--- config.mk ---
export PLATFORM = sky130hd
export DESIGN_NAME = neuron_lif_core
export DESIGN_NICKNAME = d
export VERILOG_FILES = /design/src/rtl/neuron_lif_core.sv
export SDC_FILE = /design/constraint.sdc
export NUM_CORES = 1
export LEC_CHECK = 0
export CAP_MARGIN = 20
export CELL_PAD_IN_SITES_DETAIL_PLACEMENT = 0
export CELL_PAD_IN_SITES_GLOBAL_PLACEMENT = 1
export CORE_MARGIN = 4
export CORE_UTILIZATION = 45
export CTS_BUF_LIST = sky130_fd_sc_hd__clkbuf_8
export DETAILED_ROUTE_END_ITERATION = 10
export PLACE_DENSITY = 0.88
export SLEW_MARGIN = 30
export SYNTH_ARGS = -nofsm -noshare
export SYNTH_HDL_FRONTEND = slang
export SYNTH_SLANG_ARGS = --single-unit
--- constraint.sdc ---
create_clock -name clk -period 11.57 [get_ports clk]
set_input_delay 2.8925 -clock clk [delete_from_list [all_inputs] [get_ports clk]]
set_output_delay 2.8925 -clock clk [all_outputs]
set_load 0.01 [all_outputs]
--- src/rtl/neuron_lif_core.sv ---
// Leaky integrate-and-fire neuron that executes one command byte per input handshake.
// Optional NEURON_AUTOLEAK_EN adds a periodic leak tick every 2^LEAK_TICK_LOG2 enabled cycles.
module neuron_lif_core #(
   parameter int V_WIDTH        = 12,
   parameter int THRESH_DEFAULT = 64,
   parameter int LEAK_DEFAULT   = 3,
   parameter int LEAK_TICK_LOG2 = 8
) (
   input  logic       clk,
   input  logic       rst,
   input  logic       ena,
   input  logic       in_fire,
   input  logic [7:0] in_data,
   input  logic       out_fire,
   output logic       have_out,
   output logic [7:0] out_data,
   output logic       spike,
   output logic       drop_err
);

   localparam logic signed [V_WIDTH-1:0] V_MAX = {1'b0, {(V_WIDTH-1){1'b1}}};
   localparam logic signed [V_WIDTH-1:0] V_MIN = {1'b1, {(V_WIDTH-1){1'b0}}};

   typedef enum logic {IDLE, OUT_HOLD} state_t;

   generate
      if (V_WIDTH < 9 || LEAK_TICK_LOG2 < 1) begin : g_bad_param
         $error("neuron_lif_core: V_WIDTH must be >= 9 and LEAK_TICK_LOG2 >= 1");
      end
   endgenerate

   state_t                    r_state;
   logic signed [V_WIDTH-1:0] r_v;
   logic [7:0]                r_thresh;
   logic [2:0]                r_leak;
   logic [2:0]                r_refr_reload;
   logic [2:0]                r_refr_cnt;
   logic [6:0]                r_spike_cnt;
   logic                      r_have_out;
   logic [7:0]                r_out_data;
   logic                      r_spike;
   logic                      r_drop_err;

   logic signed [V_WIDTH:0]   w_sum;
   logic signed [V_WIDTH-1:0] w_stim_v;
   logic signed [V_WIDTH-1:0] w_vl;
   logic signed [V_WIDTH-1:0] w_thresh_ext;
   logic                      w_fire;
   logic [6:0]                w_clamp;
   logic [6:0]                w_cnt_inc;
   logic                      w_tick;

   // One guard bit on the sum: overflow shows up as the top two bits disagreeing.
   assign w_sum        = {r_v[V_WIDTH-1], r_v} + {{(V_WIDTH-5){in_data[5]}}, in_data[5:0]};
   assign w_stim_v     = (w_sum[V_WIDTH] != w_sum[V_WIDTH-1]) ?
                         (w_sum[V_WIDTH] ? V_MIN : V_MAX) : w_sum[V_WIDTH-1:0];
   assign w_vl         = (r_leak == 3'd0) ? r_v : r_v - (r_v >>> r_leak);
   assign w_thresh_ext = $signed({{(V_WIDTH-8){1'b0}}, r_thresh});
   assign w_fire       = (w_vl >= w_thresh_ext);
   assign w_clamp      = w_vl[V_WIDTH-1] ? 7'd0 :
                         (|w_vl[V_WIDTH-2:7]) ? 7'd127 : w_vl[6:0];
   assign w_cnt_inc    = r_spike_cnt + 7'd1;

`ifdef NEURON_AUTOLEAK_EN
   logic [LEAK_TICK_LOG2-1:0] r_tick_cnt;

   always_ff @(posedge clk or posedge rst) begin
      if (rst) begin
         r_tick_cnt <= '0;
      end else if (ena) begin
         r_tick_cnt <= r_tick_cnt + 1'b1;
      end
   end

   assign w_tick = ena & (&r_tick_cnt);
`else
   assign w_tick = 1'b0;
`endif

   always_ff @(posedge clk or posedge rst) begin
      if (rst) begin
         r_state       <= IDLE;
         r_v           <= '0;
         r_thresh      <= 8'(THRESH_DEFAULT);
         r_leak        <= 3'(LEAK_DEFAULT);
         r_refr_reload <= 3'd0;
         r_refr_cnt    <= 3'd0;
         r_spike_cnt   <= 7'd0;
         r_have_out    <= 1'b0;
         r_out_data    <= 8'h00;
         r_spike       <= 1'b0;
         r_drop_err    <= 1'b0;
      end else begin
         r_spike <= 1'b0;
         // Draining is allowed even with ena low so a pending result never gets stuck.
         if (r_state == OUT_HOLD && out_fire) begin
            r_state    <= IDLE;
            r_have_out <= 1'b0;
         end
         if (ena) begin
            if (r_state == IDLE && in_fire) begin
               case (in_data[7:6])
                  2'b00: if (r_refr_cnt == 3'd0) r_v <= w_stim_v;
                  2'b01: r_thresh <= {in_data[5:0], 2'b00};
                  2'b10: begin
                     r_leak        <= in_data[2:0];
                     r_refr_reload <= in_data[5:3];
                  end
                  default: begin
                     if (r_refr_cnt != 3'd0) begin
                        r_refr_cnt <= r_refr_cnt - 3'd1;
                        r_v        <= '0;
                     end else if (w_fire) begin
                        r_v         <= '0;
                        r_refr_cnt  <= r_refr_reload;
                        r_spike_cnt <= w_cnt_inc;
                        r_spike     <= 1'b1;
                        r_out_data  <= {1'b1, w_cnt_inc};
                        r_have_out  <= 1'b1;
                        r_state     <= OUT_HOLD;
                     end else begin
                        r_v <= w_vl;
                        if (in_data[0]) begin
                           r_out_data <= {1'b0, w_clamp};
                           r_have_out <= 1'b1;
                           r_state    <= OUT_HOLD;
                        end
                     end
                  end
               endcase
            end else if (r_state == OUT_HOLD && in_fire) begin
               r_drop_err <= 1'b1;
            end else if (r_state == IDLE && w_tick) begin
               r_v <= w_vl;
            end
         end
      end
   end

   assign have_out = r_have_out;
   assign out_data = r_out_data;
   assign spike    = r_spike;
   assign drop_err = r_drop_err;

endmodule

# Yosys cells after proc, flatten, opt, wreduce, memory -nomap -nowiden
# Index checks and enable logic that the tools add are counted.
# totals
ff_bits,46
input_bits,13
elab_cells,77
# op_classes
n_mux,32
shift,1
n_lt_le_gt_ge,1
n_addsub,4
n_bitwise,5
eq_ne,4
n_reduce_logical,19
# op_table
operator,n
$mux W12,6
$pmux W12 S2,1
$mux W1,19
$mux W8,2
$mux W7,2
$add A12 B6 Y13,1
$ge A12 B9 Y1,1
$sshr A12 B3 Y12,1
$sub A12 B12 Y12,1
$reduce_and A5 Y1,2
$reduce_and A3 Y1,3
$reduce_and A4 Y1,2
$add A7 B1 Y7 const B,1
$logic_not A3 Y1,2
$mux W3,2
$not A1 Y1,5
$reduce_bool A2 Y1,2
$reduce_or A4 Y1,1
$logic_and A1 B1 Y1,3
$reduce_bool A3 Y1,1
$reduce_or A3 Y1,1
$sub A3 B1 Y3 const B,1
$eq A2 B1 Y1 const B,1
$eq A2 B2 Y1 const B,1
4 further kinds,4

# Depth between registers and ports, before layout
# Gate-level depths: netlist (run 1).
# logic_depth
word_depth,9
ltp_mapped,23
depth_no_buf,21

# Least setup slack after synthesis (run 1)
# Ideal clock, no wire load.
# synth_path
path_kind,input to register
start,input in_data[4]
end,register r_v[9]
arrival_ns,4.882
path_buffers,0
required_ns,11.488
path_stages,9
setup_time_ns,0.082
path_slack_ns,6.606
path_cell_list,ha_1 > and3_1 > a2111oi_0 > o21ai_0 > a21o_1 > a21oi_1 > xnor2_1 > nand2_1 > a31oi_1
# synth_via
elab_chain_cells,5
# synth_rtl
element,line,source
start: declaration,13,"input logic [7:0] in_data,"
$add A12 B6 Y13 (*),54,"assign w_sum = {r_v[V_WIDTH-1], r_v} + {{(V_WIDTH-5){in_data[5]}}, in_data[5:0]};"
$mux W12 or $ne A1 B1 Y1 (tied branches),"56, 55",
$mux W12 (*),55,assign w_stim_v = (w_sum[V_WIDTH] != w_sum[V_WIDTH-1]) ?
$mux W12 (*),103,2'b00: if (r_refr_cnt == 3'd0) r_v <= w_stim_v;
$pmux W12 S2 (*),102,case (in_data[7:6])
end signal: assignment,103,
end signal: assignment,122,r_v <= w_vl;
end signal: assignment,134,r_v <= w_vl;
end: declaration,33,logic signed [V_WIDTH-1:0] r_v;
# Every way passes the cells marked *; elsewhere a longest branch is shown, timed or not. The select of a mux whose other input is x is not followed.
# A chain may end at the register's enable or synchronous reset.

# Final worst setup path (run 1)
# layout_path
start,input in_data[5]
end,register r_v[5]
# The elaborated chain is that of the path after synthesis.

==> flow_summary.yaml, run 1 <==
placement:
  gp_congestion: 0.853
  portBuffers: 23
  dp_hpwl_um: 7730
setup_path:
  path_class: "in -> reg"
  r2r_start: "r_leak[0]"
  reg2reg_slack_ns: 6.21
  crit_path_end_kind: "flop"
  cp.arrival_ns: 5.86
  critPathCapture: "r_v[5]"
  r2r-end: "r_refr_cnt[2]"
  cp_slowest_stage_delay_ns: 0.63
  cp_slowest_cell: "clkdlybuf4s50_1"
  cp.required_ns: 11.72
  ff2ff_path_depth: 20
  crit_path_cell_trace: "clkdlybuf4s50_1, ha_1, o21a_1, o2111ai_1, a221oi_1, nor2_1, o211ai_1, o31ai_1, a21boi_1, a31oi_1"
  critPathLaunchType: "input pin"
  crit_path_max_fanout: 9
  cp-startpoint: "in_data[5]"
cts:
  h-tree-depth: 2
  cts.path.max_buffers: 2
  cts_hold_buf: 0
  clk_pin_slew_worst_paths_ns: 0.09
  cts_setup_buffers: 0
  clockRootBuffer: "clkbuf_8"
  clkSinkCount: 46
  cts_tree: "yes"
  cts_resized: 0
  worstSkewPairLatency_ns: 0.31
  cts_buffers: 5
pwr:
  p_comb_share_pct: 71.4
  internal_power_mw: 0.708
  irDropWorstVdd_mv: 0.141
  p_sw_mw: 0.757
  swShare_pct: 51.6
  seqPwrFrac_pct: 20.1
  clkPwrFrac_pct: 8.5
  leakage_nw: 1.96
  power_density_mw_per_mm2: 327
synth:
  ys_ff_latch: 46
  synth_cell_types: 76
  synth_cells: 469
  synthArstFlopShare_pct: 100
  synth.cell_area_mm2: 0.00408
  synth-warning-count: 0
  synth_nets: 521
  synth_edf_count: 0
  ys_seq_area_share_pct: 28.3
  synth_flop_cell: "dfrtp_1"
  syn_area_per_cell_um2: 8.69
routing:
  via_per_inst: 5.92
  drt_pre_antenna_iters: 4
  wl_per_cell_um: 17.2
  dr_total_vias: 3512
  drc: 0
  ant_nets: 0
  dr.first_iter.drc_count: 211
  drt-total-wl_um: 10200
timing:
  hold_ws_ns: 0.493
  hold_viol_final: 0
  finalSetupViolCount: 0
  tns_ns: 0
  fmax_mhz: 175
  worst_slew_pin_slew_ns: 0.808
  rsz0062_at_grt: "no"
  slew_violations: 0
  fin_crit_sh_pct: 49.3
  fin_skew_ns: 0.00812
  slew_headroom_pct: 44.8
  fin_crit_ns: 5.71
finish:
  drive_above_1_share_pct: 9.90
  final_nets: 536
  n_antenna_cell: 0
  syn_to_final_growth_pct: 9.89
hold_path:
  min-delay-path-class: "reg -> reg"
  hold_start: "drop_err"
die:
  coreArea_mm2: 0.00876
  die_area_mm2: 0.0106
  rows: 34
  ios: 24
  dieHeight_um: 103
  initial_core_util_pct: 46.5
  fp.dieW_um: 103
grt:
  antenna_found_initial: 0
  grt_pass1_vias: 3423
  grt_pass1_wl_um: 17000
  grt_overflow: 0
  grtUsageTotal_pct: 20.4
  grt_start_max_net_pins: 47
status:
  status: "complete, no violations"
run:
  cap_viol_max_count: 0
[sequential cells by signal (all words and copies together), names as in the netlist]
register       cells
r_refr_cnt         3
r_leak             3
r_v               12
have_out           1
r_spike_cnt        7
r_state            1
out_data           8
spike              1
drop_err           1
r_thresh           6
r_refr_reload      3
[placed cells by master, fill, tap and decap left out, drive strengths merged, types with 7 or more instances in the layout]
master,netlist,routed
xnor2,13,13
o21a,9,9
ha,37,37
clkdlybuf4s50,0,23
mux2,12,12
a31oi,14,14
dfrtp,43,43
o211ai,14,14
nand3,15,15
a21oi,27,27
inv,29,29
nand2b,13,13
a21o,9,9
nand2,44,44
o21ai,26,26
a211oi,7,7
nor2,43,43
xor2,9,9
mux2i,14,14
[how the worst min path moves through the flow]
stage                                 to  slack, ns  cells past startpoint
final                           drop_err       0.49                      1
after global routing      r_spike_cnt[6]       0.51                      1
after CTS                       drop_err       0.49                      1
after detailed placement        drop_err       0.46                      1
after global placement          drop_err       0.46                      1
after floorplan              r_thresh[3]       0.45                      2
[worst max-delay path, delay by kind of cell]
| family | cells | cell delay, ns |
|---|---|---|
| compound gates | 7 | 1.76 |
| fa+ha+maj | 1 | 0.47 |
| buf+inv | 1 | 0.63 |
| simple gates | 1 | 0.10 |
[metrics by stage]
stage	cell area, um2	util [%]	setup slack, ns	power, mW	cells
6_report	4480	51.1	5.86	1.46	593
5_1_grt	4480	51.1	5.54	1.61	593
4_1_cts	4480	51.1	5.91	1.46	593
2_1_floorplan	4080	-	6.61	1.07	469
3_3_place_gp	4360	49.8	5.78	1.31	585
3_5_place_dp	4360	49.8	5.64	1.33	585
[logic make-up (layout without fill, tap and decap cells)]
| group | after synthesis | after routing | synth area share, % |
|---|---|---|---|
| xor+xnor | 22 | 22 | 4.73 |
| compound gates | 138 | 138 | 24.0 |
| mux | 27 | 27 | 7.40 |
| fa+ha+maj | 39 | 39 | 12.3 |
| simple gates | 151 | 151 | 18.2 |
| flops | 46 | 46 | 28.3 |
| buf+inv | 46 | 62 | 4.91 |
[layer usage]
metal  vias up  wire, um  global-route usage (%)
met1      1699      4730                    28.3
met3        17       452                    2.77
met2        64      4840                    33.7
li1       1732         -                       -
met4         0       167                    4.48
met5         -         0                       0
[layout make-up]
cell class	count	area, um2
clock buffer	5	68.8
clock inverter	3	43.8
fill	854	4290
inverter	29	110
multi-input combinational	377	2720
sequential	46	1150
tap	108	135
timing repair buffer	25	245
[cell usage after synthesis (11+ instances only)]
library cell,count,share of area (%)
a21oi_1,26,3.2
a31oi_1,14,2.1
dfrtp_1,43,26
ha_1,37,11
inv_1,28,2.6
mux2_2,11,3.0
mux2i_1,13,3.2
nand2_1,44,4.1
nand2b_1,13,2.0
nand3_1,14,1.7
nor2_1,42,3.9
o211ai_1,11,2.0
o21ai_0,21,2.6
xnor2_1,13,2.8
[power groups by stage]
stage	registers [mW]	logic (mW)	clock network, mW
CTS	0.294	1.04	0.127
global placement	0.296	1.01	0
global route	0.304	1.17	0.135
floorplan	0.257	0.811	0
detailed placement	0.297	1.03	0
finish	0.295	1.05	0.124
No activity file was read; power rests on OpenSTA's default activity.
==> run 2, diff against run 1 <==
--- a/config.mk
+++ b/config.mk
@@ -9,7 +9,7 @@
 export CELL_PAD_IN_SITES_DETAIL_PLACEMENT = 0
 export CELL_PAD_IN_SITES_GLOBAL_PLACEMENT = 1
 export CORE_MARGIN = 4
-export CORE_UTILIZATION = 45
+export CORE_UTILIZATION = 43
 export CTS_BUF_LIST = sky130_fd_sc_hd__clkbuf_8
 export DETAILED_ROUTE_END_ITERATION = 10
 export PLACE_DENSITY = 0.88
==> constraint.sdc (replaced) <==
create_clock -name clk -period 4.9 [get_ports clk]
set_input_delay 1.225 -clock clk [delete_from_list [all_inputs] [get_ports clk]]
set_output_delay 1.225 -clock clk [all_outputs]
set_load 0.01 [all_outputs]
==> flow_summary.yaml, run 2 (synthesis results as in run 1) <==
die:
  fp.dieW_um: 105
  die_area_mm2: 0.0111
  dieHeight_um: 105
  coreArea_mm2: 0.00924
  initial_core_util_pct: 44.1
  ios: 24
  rows: 35
grt:
  grtUsageTotal_pct: 19.1
  grt_start_max_net_pins: 47
  grt_pass1_vias: 3394
  antenna_found_initial: 0
  grt_overflow: 0
  grt_pass1_wl_um: 17300
finish:
  syn_to_final_growth_pct: 13.9
  final_nets: 553
  n_antenna_cell: 0
  final_common_cell: "nand2_1"
  final_cell_mix: "44 x nand2_1, 43 x dfrtp_1, 42 x nor2_1, 37 x ha_1, 28 x inv_1"
  drive_above_1_share_pct: 13.3
  utilization_pct: 50.3
  largest_register_ffs: 12
  nFillCells: 894
  top_register: "r_v"
routing:
  dr.first_iter.drc_count: 277
  dr_total_vias: 3599
  drt-total-wl_um: 10400
  wl_per_cell_um: 16.5
  ant_nets: 0
  via_per_inst: 5.70
  drt_pre_antenna_iters: 5
  drc: 0
timing:
  fin_crit_sh_pct: 94.3
  hold_ws_ns: 0.488
  fin_crit_ns: 4.62
  worst_slew_pin_slew_ns: 0.783
  slew_headroom_pct: 47.7
  finalSetupViolCount: 0
  fin_skew_ns: 0.0135
  tns_ns: 0
  rsz0062_at_grt: "no"
  fmax_mhz: 216
  slew_violations: 0
  hold_viol_final: 0
setup_path:
  crit_path_end_kind: "flop"
  cp.required_ns: 5.09
  path_class: "reg -> reg"
  cp_slowest_cell: "dfstp_4"
  r2r-end: "r_spike_cnt[1]"
  worst-path-buf-inv: 1
  critPathCapture: "r_spike_cnt[1]"
  cp_num_cells: 19
  crit_path_cell_trace: "nor2b_1, a211oi_1, a21oi_2, a21oi_2, ha_1, nor2b_1, o31ai_4, a311oi_1, or3_1, a31o_2, ha_1, and4_1, o21ai_0, a31oi_1, nor2_1, o21ai_4, o211ai_4, buf_4, mux2_1"
  cp_slowest_stage_delay_ns: 0.70
  cp.arrival_ns: 4.82
  crit_family: "compound AO/OA/AOI/OAI gates"
  cp-startpoint: "r_leak[1]"
  critPathLaunchType: "flop"
  crit_path_max_fanout: 11
  ff2ff_path_depth: 19
  r2r_start: "r_leak[1]"
  reg2reg_slack_ns: 0.28
cts:
  clockRootBuffer: "clkbuf_8"
  cts_buffers: 5
  worstSkewPairLatency_ns: 0.30
  cts_tree: "yes"
  cts_hold_buf: 0
  h-tree-depth: 2
  clk_pin_slew_worst_paths_ns: 0.09
  clkSinkCount: 46
  cts.path.max_buffers: 2
pwr:
  p_sw_mw: 1.84
  leakage_nw: 2.03
  power_density_mw_per_mm2: 771
  p_comb_share_pct: 75.6
  clkPwrFrac_pct: 6.5
  internal_power_mw: 1.74
  swShare_pct: 51.3
  irDropWorstVdd_mv: 0.328
  seqPwrFrac_pct: 17.9
placement:
  dp_hpwl_um: 8170
  gp_congestion: 0.977
  portBuffers: 23
run:
  cap_viol_max_count: 0
status:
  status: "complete, no violations"
hold_path:
  min-delay-path-class: "reg -> reg"
run 2: area by class of cell:
type	count	area, um2	area share [%]
clock buffer	5	68.8	1.48
inverter	29	110	2.37
tap	129	161	3.48
multi-input combinational	377	2750	59.2
timing repair buffer	42	377	8.11
sequential	46	1160	25.0
clock inverter	3	17.5	0.377
run 2: per-layer routing:
metal | vias up | wire [um] | global-route usage, %
met5 | - | 0 | 0
met4 | 0 | 148 | 4.69
met3 | 12 | 400 | 2.45
met2 | 80 | 4770 | 30.4
met1 | 1743 | 5080 | 27.4
li1 | 1764 | - | -
run 2: metrics by stage:
stage	instance area, um2	power (mW)	std cells	setup slack (ns)
2_1_floorplan	4080	2.52	469	0.225
3_3_place_gp	4490	3.20	619	0.216
3_5_place_dp	4490	3.23	619	0.0124
4_1_cts	4580	3.48	627	0.0509
5_1_grt	4640	3.89	631	0.0408
6_report	4640	3.58	631	0.279
run 2: worst min-delay path by stage:
stage                   startpoint             end  depth (start not counted)  slack, ns
global route        r_spike_cnt[6]  r_spike_cnt[6]                          1       0.52
finish                 out_data[7]     out_data[7]                          2       0.49
CTS                    r_thresh[3]     r_thresh[3]                          2       0.49
global placement          drop_err        drop_err                          1       0.46
floorplan              r_thresh[3]     r_thresh[3]                          2       0.45
detailed placement        drop_err        drop_err                          1       0.47
run 2: power by group through the flow:
stage          logic [mW]  clock network [mW]  registers, mW
6_report             2.70               0.233          0.641
3_5_place_dp         2.59                   0          0.647
2_1_floorplan        1.91                   0          0.608
5_1_grt              2.98               0.255          0.658
4_1_cts              2.61               0.235          0.641
3_3_place_gp         2.55                   0          0.644
run 2: worst min-delay path, delay by kind of cell, from the launching register on:
| family | cells | cell delay, ns |
|---|---|---|
| flip-flops | 1 | 0.35 |
| AND/OR/NAND/NOR | 2 | 0.11 |
run 2: what timing repair did:
| item | in CTS | in global routing |
|---|---|---|
| buffers inserted | 0 | 4 |
| endpoints found under the setup margin | 1 | 29 |
| pin swaps | 0 | 2 |
| resized for setup | 1 | 7 |
==> patch 1: new RTL, settings of run 2 <==
The parameter `THRESH_DEFAULT` goes from 64 to 48.
--- a/src/rtl/neuron_lif_core.sv
+++ b/src/rtl/neuron_lif_core.sv
@@ -3,5 +3,5 @@
 module neuron_lif_core #(
    parameter int V_WIDTH        = 12,
-   parameter int THRESH_DEFAULT = 64,
+   parameter int THRESH_DEFAULT = 48,
    parameter int LEAK_DEFAULT   = 3,
    parameter int LEAK_TICK_LOG2 = 8
Formal check against the unedited RTL: not equivalent (a bounded check fails within 4 cycles, from zero or initial values and one cycle with rst high).
==> patch 1 against run 2 <==
Global-route usage increased by 0.058 points. Clock skew rose by 0.00085 ns. Via count barely moved. Sequential cell count is the same. Cell area increased by 0.32%. Area after synthesis barely moved. Routed wire length rose by 1.9%. Count of clock-buffer cells in the layout unchanged. Fmax about the same. Worst setup slack got worse by 0.0038 ns. Power up 0.48%. Critical path type unchanged. Largest cell class unchanged.
==> patch 1: results (changes against run 2) <==
Largest register FFs -> 12 (unchanged)
Synth Warn # -> 0 (unchanged)
clock-pin slew on the worst setup and hold paths -> 0.10 ns
share of layout cells above drive strength 1 -> 0.141 (+0.00741)
r2r worst-path depth -> 18 (-1)
crit path launch -> r_leak[0]
First DRT Iteration DRCs -> 211 (-24%)
met3 usage -> 0.0239 (-0.000612)
Max clock buf depth -> 2 (unchanged)
slowest CP cell -> dfstp_2
fin nets -> 555 (+0.36%)
count of cell types in the netlist -> 76 (unchanged)
first-pass GRT wire length -> 17300 µm (+0.12%)
CP Max Fanout -> 8 (-3)
Post-Syn Nets -> 521 (unchanged)
M1 GR Usage -> 0.259 (-0.0150)
1st-pass router iterations -> 5 (unchanged)
detailed-route via count -> 3596 (-0.083%)
worst min path class -> register to register
Remaining Overflow, GRT -> 0 (unchanged)
clk_skew -> 0.0144 ns (+0.000849 ns)
main area contributors after synthesis -> dfrtp_1 (26%), ha_1 (11%), nand2_1 (4.1%), nor2_1 (3.9%), a21oi_1 (3.2%)
Vias/cell -> 5.68 (-0.40%)
Setup-failing EPs final -> 0 (unchanged)
CTS root buffer -> clkbuf_8
placed cells -> 621 (+0.32%)
critical path's top delay family -> compound AO/OA/AOI/OAI gates
pre-CTS WS -> 0.0709 ns (+0.0586 ns)
total global-route track usage -> 0.191 (+0.000580)
cts bufs inserted -> 5 (unchanged)
placed wire-length estimate -> 8390 µm (+2.6%)
initial antenna violation count -> 0 (unchanged)
Seq/Total Area, Yosys -> 0.284 (about the same)
top post-synthesis cells by count -> nand2_1 (44), dfrtp_1 (42), nor2_1 (42)
Avg Cell Area, Syn -> 8.69 µm² (about the same)
wire length per cell -> 16.7 µm (+1.6%)
Clock H-tree levels -> 2 (unchanged)
RePlAce Congestion -> 0.891 (-8.8%)
vias in the first global route -> 3453 (+1.7%)
GR Util met2 -> 0.320 (+0.0164)
# diodes -> 0 (unchanged)
placed cell area -> 4500 µm² (+0.36%)
Final WS setup -> 0.275 ns (-0.00384 ns)
pin count of the biggest net entering global routing -> 47 (unchanged)
Slew @ Worst Pin -> 0.773 ns (-0.00974 ns)
status -> finished clean
IR drop worst, VDD -> 0.000350 V (+6.7%)
Port Buffers -> 23 (unchanged)
Biggest register -> r_v
Clock Latency Late Sink -> 0.31 ns
Fillers -> 876 (-2.0%)
leak pwr -> 2.03 nW (about the same)
crit path to -> r_refr_cnt[2]
arrival time at the worst endpoint -> 4.82 ns (about the same)
FFs w/ async S/R, synth -> 1.00 (unchanged)
CP max stage delay -> 0.64 ns (-0.06 ns)
patch 1: repair_timing:
item,in CTS,in global routing
setup buffers,0,4
endpoints found under the setup margin,0,27
gates resized for setup,0,8
patch 1: worst min path at each step:
| stage | endpoint | start | depth (start not counted) |
|---|---|---|---|
| after global routing | drop_err | drop_err | 1 |
| after global placement | drop_err | drop_err | 1 |
| after floorplan | r_thresh[3] | r_thresh[3] | 2 |
| after CTS | drop_err | drop_err | 1 |
| final | drop_err | drop_err | 1 |
| after detailed placement | drop_err | drop_err | 1 |
patch 1: cell type report:
cell class | instances | share of cell area
Clock inverter | 3 | 0.00457
Tap cell | 129 | 0.0346
Inverter | 29 | 0.0236
Sequential cell | 46 | 0.249
Multi-Input combinational cell | 377 | 0.590
Clock buffer | 5 | 0.0148
Timing Repair Buffer | 44 | 0.0833
patch 1: cell families (layout without fill, tap and decap cells):
kind of cell    Yosys count  after routing  share of synthesized area
fa+ha+maj                39             39                      0.123
xor+xnor                 22             22                     0.0473
simple gates            151            151                      0.182
mux                      27             27                     0.0740
flops                    46             46                      0.284
compound gates          138            138                      0.240
buf+inv                  46             81                     0.0491
patch 1: report_power, final:
group | internal [mW] | switching (mW) | total, mW
Combinational | 1.15 | 1.57 | 2.71
Clock | 0.100 | 0.136 | 0.236
Sequential | 0.498 | 0.147 | 0.644
patch 1: per-stage QoR:
| stage | hold slack (ns) | util |
|---|---|---|
| after global placement | 0.458 | 0.487 |
| after CTS | 0.488 | 0.497 |
| final | 0.480 | 0.504 |
| after floorplan | 0.450 | - |
| after detailed placement | 0.463 | 0.487 |
| after global routing | 0.514 | 0.504 |
patch 1: routing by layer:
metal,vias to the layer above,wire length [µm]
li1,1773,-
met1,1715,4930
met2,94,4970
met3,14,501
met4,0,193
met5,-,0
==> patch 2: new RTL, settings of run 2 <==
Made on the original files. Register the inputs `in_fire`, `in_data` and `out_fire` before use, without a reset. The logic sees them one clock later. The other inputs are not delayed to match.
--- a/src/rtl/neuron_lif_core.sv
+++ b/src/rtl/neuron_lif_core.sv
@@ -23,4 +23,14 @@
 
    typedef enum logic {IDLE, OUT_HOLD} state_t;
+
+   logic in_fire_q;
+   logic [7:0] in_data_q;
+   logic out_fire_q;
+
+   always_ff @(posedge clk) begin
+      in_fire_q  <= in_fire;
+      in_data_q  <= in_data;
+      out_fire_q <= out_fire;
+   end
 
    generate
@@ -52,5 +62,5 @@
 
    // One guard bit on the sum: overflow shows up as the top two bits disagreeing.
-   assign w_sum        = {r_v[V_WIDTH-1], r_v} + {{(V_WIDTH-5){in_data[5]}}, in_data[5:0]};
+   assign w_sum        = {r_v[V_WIDTH-1], r_v} + {{(V_WIDTH-5){in_data_q[5]}}, in_data_q[5:0]};
    assign w_stim_v     = (w_sum[V_WIDTH] != w_sum[V_WIDTH-1]) ?
                          (w_sum[V_WIDTH] ? V_MIN : V_MAX) : w_sum[V_WIDTH-1:0];
@@ -94,16 +104,16 @@
          r_spike <= 1'b0;
          // Draining is allowed even with ena low so a pending result never gets stuck.
-         if (r_state == OUT_HOLD && out_fire) begin
+         if (r_state == OUT_HOLD && out_fire_q) begin
             r_state    <= IDLE;
             r_have_out <= 1'b0;
          end
          if (ena) begin
-            if (r_state == IDLE && in_fire) begin
-               case (in_data[7:6])
+            if (r_state == IDLE && in_fire_q) begin
+               case (in_data_q[7:6])
                   2'b00: if (r_refr_cnt == 3'd0) r_v <= w_stim_v;
-                  2'b01: r_thresh <= {in_data[5:0], 2'b00};
+                  2'b01: r_thresh <= {in_data_q[5:0], 2'b00};
                   2'b10: begin
-                     r_leak        <= in_data[2:0];
-                     r_refr_reload <= in_data[5:3];
+                     r_leak        <= in_data_q[2:0];
+                     r_refr_reload <= in_data_q[5:3];
                   end
                   default: begin
@@ -121,5 +131,5 @@
                      end else begin
                         r_v <= w_vl;
-                        if (in_data[0]) begin
+                        if (in_data_q[0]) begin
                            r_out_data <= {1'b0, w_clamp};
                            r_have_out <= 1'b1;
@@ -129,5 +139,5 @@
                   end
                endcase
-            end else if (r_state == OUT_HOLD && in_fire) begin
+            end else if (r_state == OUT_HOLD && in_fire_q) begin
                r_drop_err <= 1'b1;
             end else if (r_state == IDLE && w_tick) begin
Formal check against the unedited RTL: not equivalent (a bounded check fails within 4 cycles, from zero or initial values and one cycle with rst high).
==> patch 2 against run 2 <==
Routed wire length grew 4.9%. Count of clock-buffer cells in the layout is the same. Worst setup slack lost 0.031 ns. Area after synthesis grew 4.0%. Clock power grew 19%. Cell area grew 5.1%. Power grew 9.0%. Sequential cell count grew 10. Critical endpoint is now out_data[5]. Largest cell class unchanged.
==> patch 2: results (changes against run 2) <==
Seq/Total Area, Yosys -> 0.320 (+0.0363)
Slew HR -> 0.467 (-0.0100)
vias in the first global route -> 3566 (+5.1%)
Post-Synth Adder-Cell Area -> 0.119 (-0.00477)
DR WL met3 -> 448 µm (+12%)
DR WL met2 -> 5100 µm (+6.9%)
placed cell area -> 4680 µm² (+4.3%)
first-pass GRT wire length -> 17600 µm (+2.0%)
arrival time at the worst endpoint -> 4.88 ns (+0.06 ns)
clk_skew -> 0.0120 ns (-0.00154 ns)
fin nets -> 559 (+1.1%)
RePlAce Congestion -> 0.917 (-6.1%)
top post-synthesis cells by count -> nand2_1 (45), dfrtp_1 (43), a21oi_1 (37), ha_1 (37), nor2_1 (31)
count of cell types in the netlist -> 70 (-7.9%)
First DRT Iteration DRCs -> 286 (+3.2%)
wl on met1 -> 5090 µm (+0.24%)
mux contribution to synthesized area -> 0.0714 (-0.00257)
r2r worst-path depth -> 17 (-2)
worst hold start -> out_fire_q
clock-pin slew on the worst setup and hold paths -> 0.11 ns (+0.02 ns)
status -> finished clean
share of layout cells above drive strength 1 -> 0.154 (+0.0201)
leak pwr -> 2.09 nW (+2.7%)
Vias/cell -> 5.84 (+2.5%)
hold depth -> 1 (-1)
main area contributors after synthesis -> dfrtp_1 (25%), ha_1 (11%), dfxtp_1 (4.7%), a21oi_1 (4.4%), mux2_2 (4.3%)
total global-route track usage -> 0.190 (-0.000257)
FFs w/ async S/R, synth -> 0.821 (-0.179)
worst r2r src -> r_leak[0]
Fillers -> 862 (-3.6%)
Synth Area in XOR/XNOR -> 0.0496 (+0.00230)
IR drop worst, VDD -> 0.000329 V (+0.32%)
CP Max Fanout -> 8 (-3)
final wirelength -> 10900 µm (+4.9%)
Clock Latency Late Sink -> 0.33 ns (+0.03 ns)
==> patch 2: cell count changes after synthesis, moves of 8 or more <==
cell             run 2  this run
dfxtp_1              0        10
a31oi_1             14         3
nor3_1               4        13
nand2b_1            13         5
a21oi_1             26        37
nor2_1              42        31
==> patch 2: path summary, 6_finish.rpt <==
kind,end,slack [ns]
max,out_data[5],0.25
min,r_state,0.45
max reg2reg,out_data[5],0.25
min reg2reg,r_state,0.45
max in group asynchronous,r_v[2],3.09
min in group asynchronous,r_refr_cnt[1],1.33
==> patch 2: area by class of cell <==
type	instances	area, µm²	area share
clock inverter	3	28.8	0.00590
inverter	27	103	0.0210
tap	129	161	0.0331
timing repair buffer	44	392	0.0803
multi-input combinational	373	2770	0.567
sequential	56	1360	0.279
clock buffer	5	68.8	0.0141
==> patch 2: through the flow <==
stage                      util  instances  worst slack, ns
after global placement    0.497        624           0.0969
after floorplan               -        470            0.203
after detailed placement  0.497        624          -0.0884
after global routing      0.518        637           0.0112
final                     0.518        637            0.248
after CTS                 0.510        632           0.0771
==> patch 2: cells by family after synthesis <==
| group | count (synthesis) |
|---|---|
| AND/OR/NAND/NOR | 145 |
| AO/OA/AOI/OAI | 136 |
| flip-flops | 56 |
| buffers and inverters | 43 |
| adder cells (fa/ha/maj) | 39 |
| multiplexers | 27 |
| XOR/XNOR | 24 |
==> patch 2: layer usage <==
layer	global-route usage	up-vias
met5	0	-
met2	0.312	110
met1	0.262	1778
met3	0.0240	26
li1	-	1809
met4	0.0584	0
==> patch 2: report_power, final <==
part | switching (mW) | leakage, nW | total (mW) | internal (mW)
clock network | 0.169 | 0.0511 | 0.277 | 0.108
registers | 0.137 | 0.661 | 0.727 | 0.590
logic | 1.63 | 1.38 | 2.90 | 1.27
==> patch 2: repair_timing <==
action                                  CTS  global route
resized for setup                         3            15
buffers inserted                          0             3
pin swaps                                 0             3
cloned                                    0             2
endpoints found under the setup margin    3            29
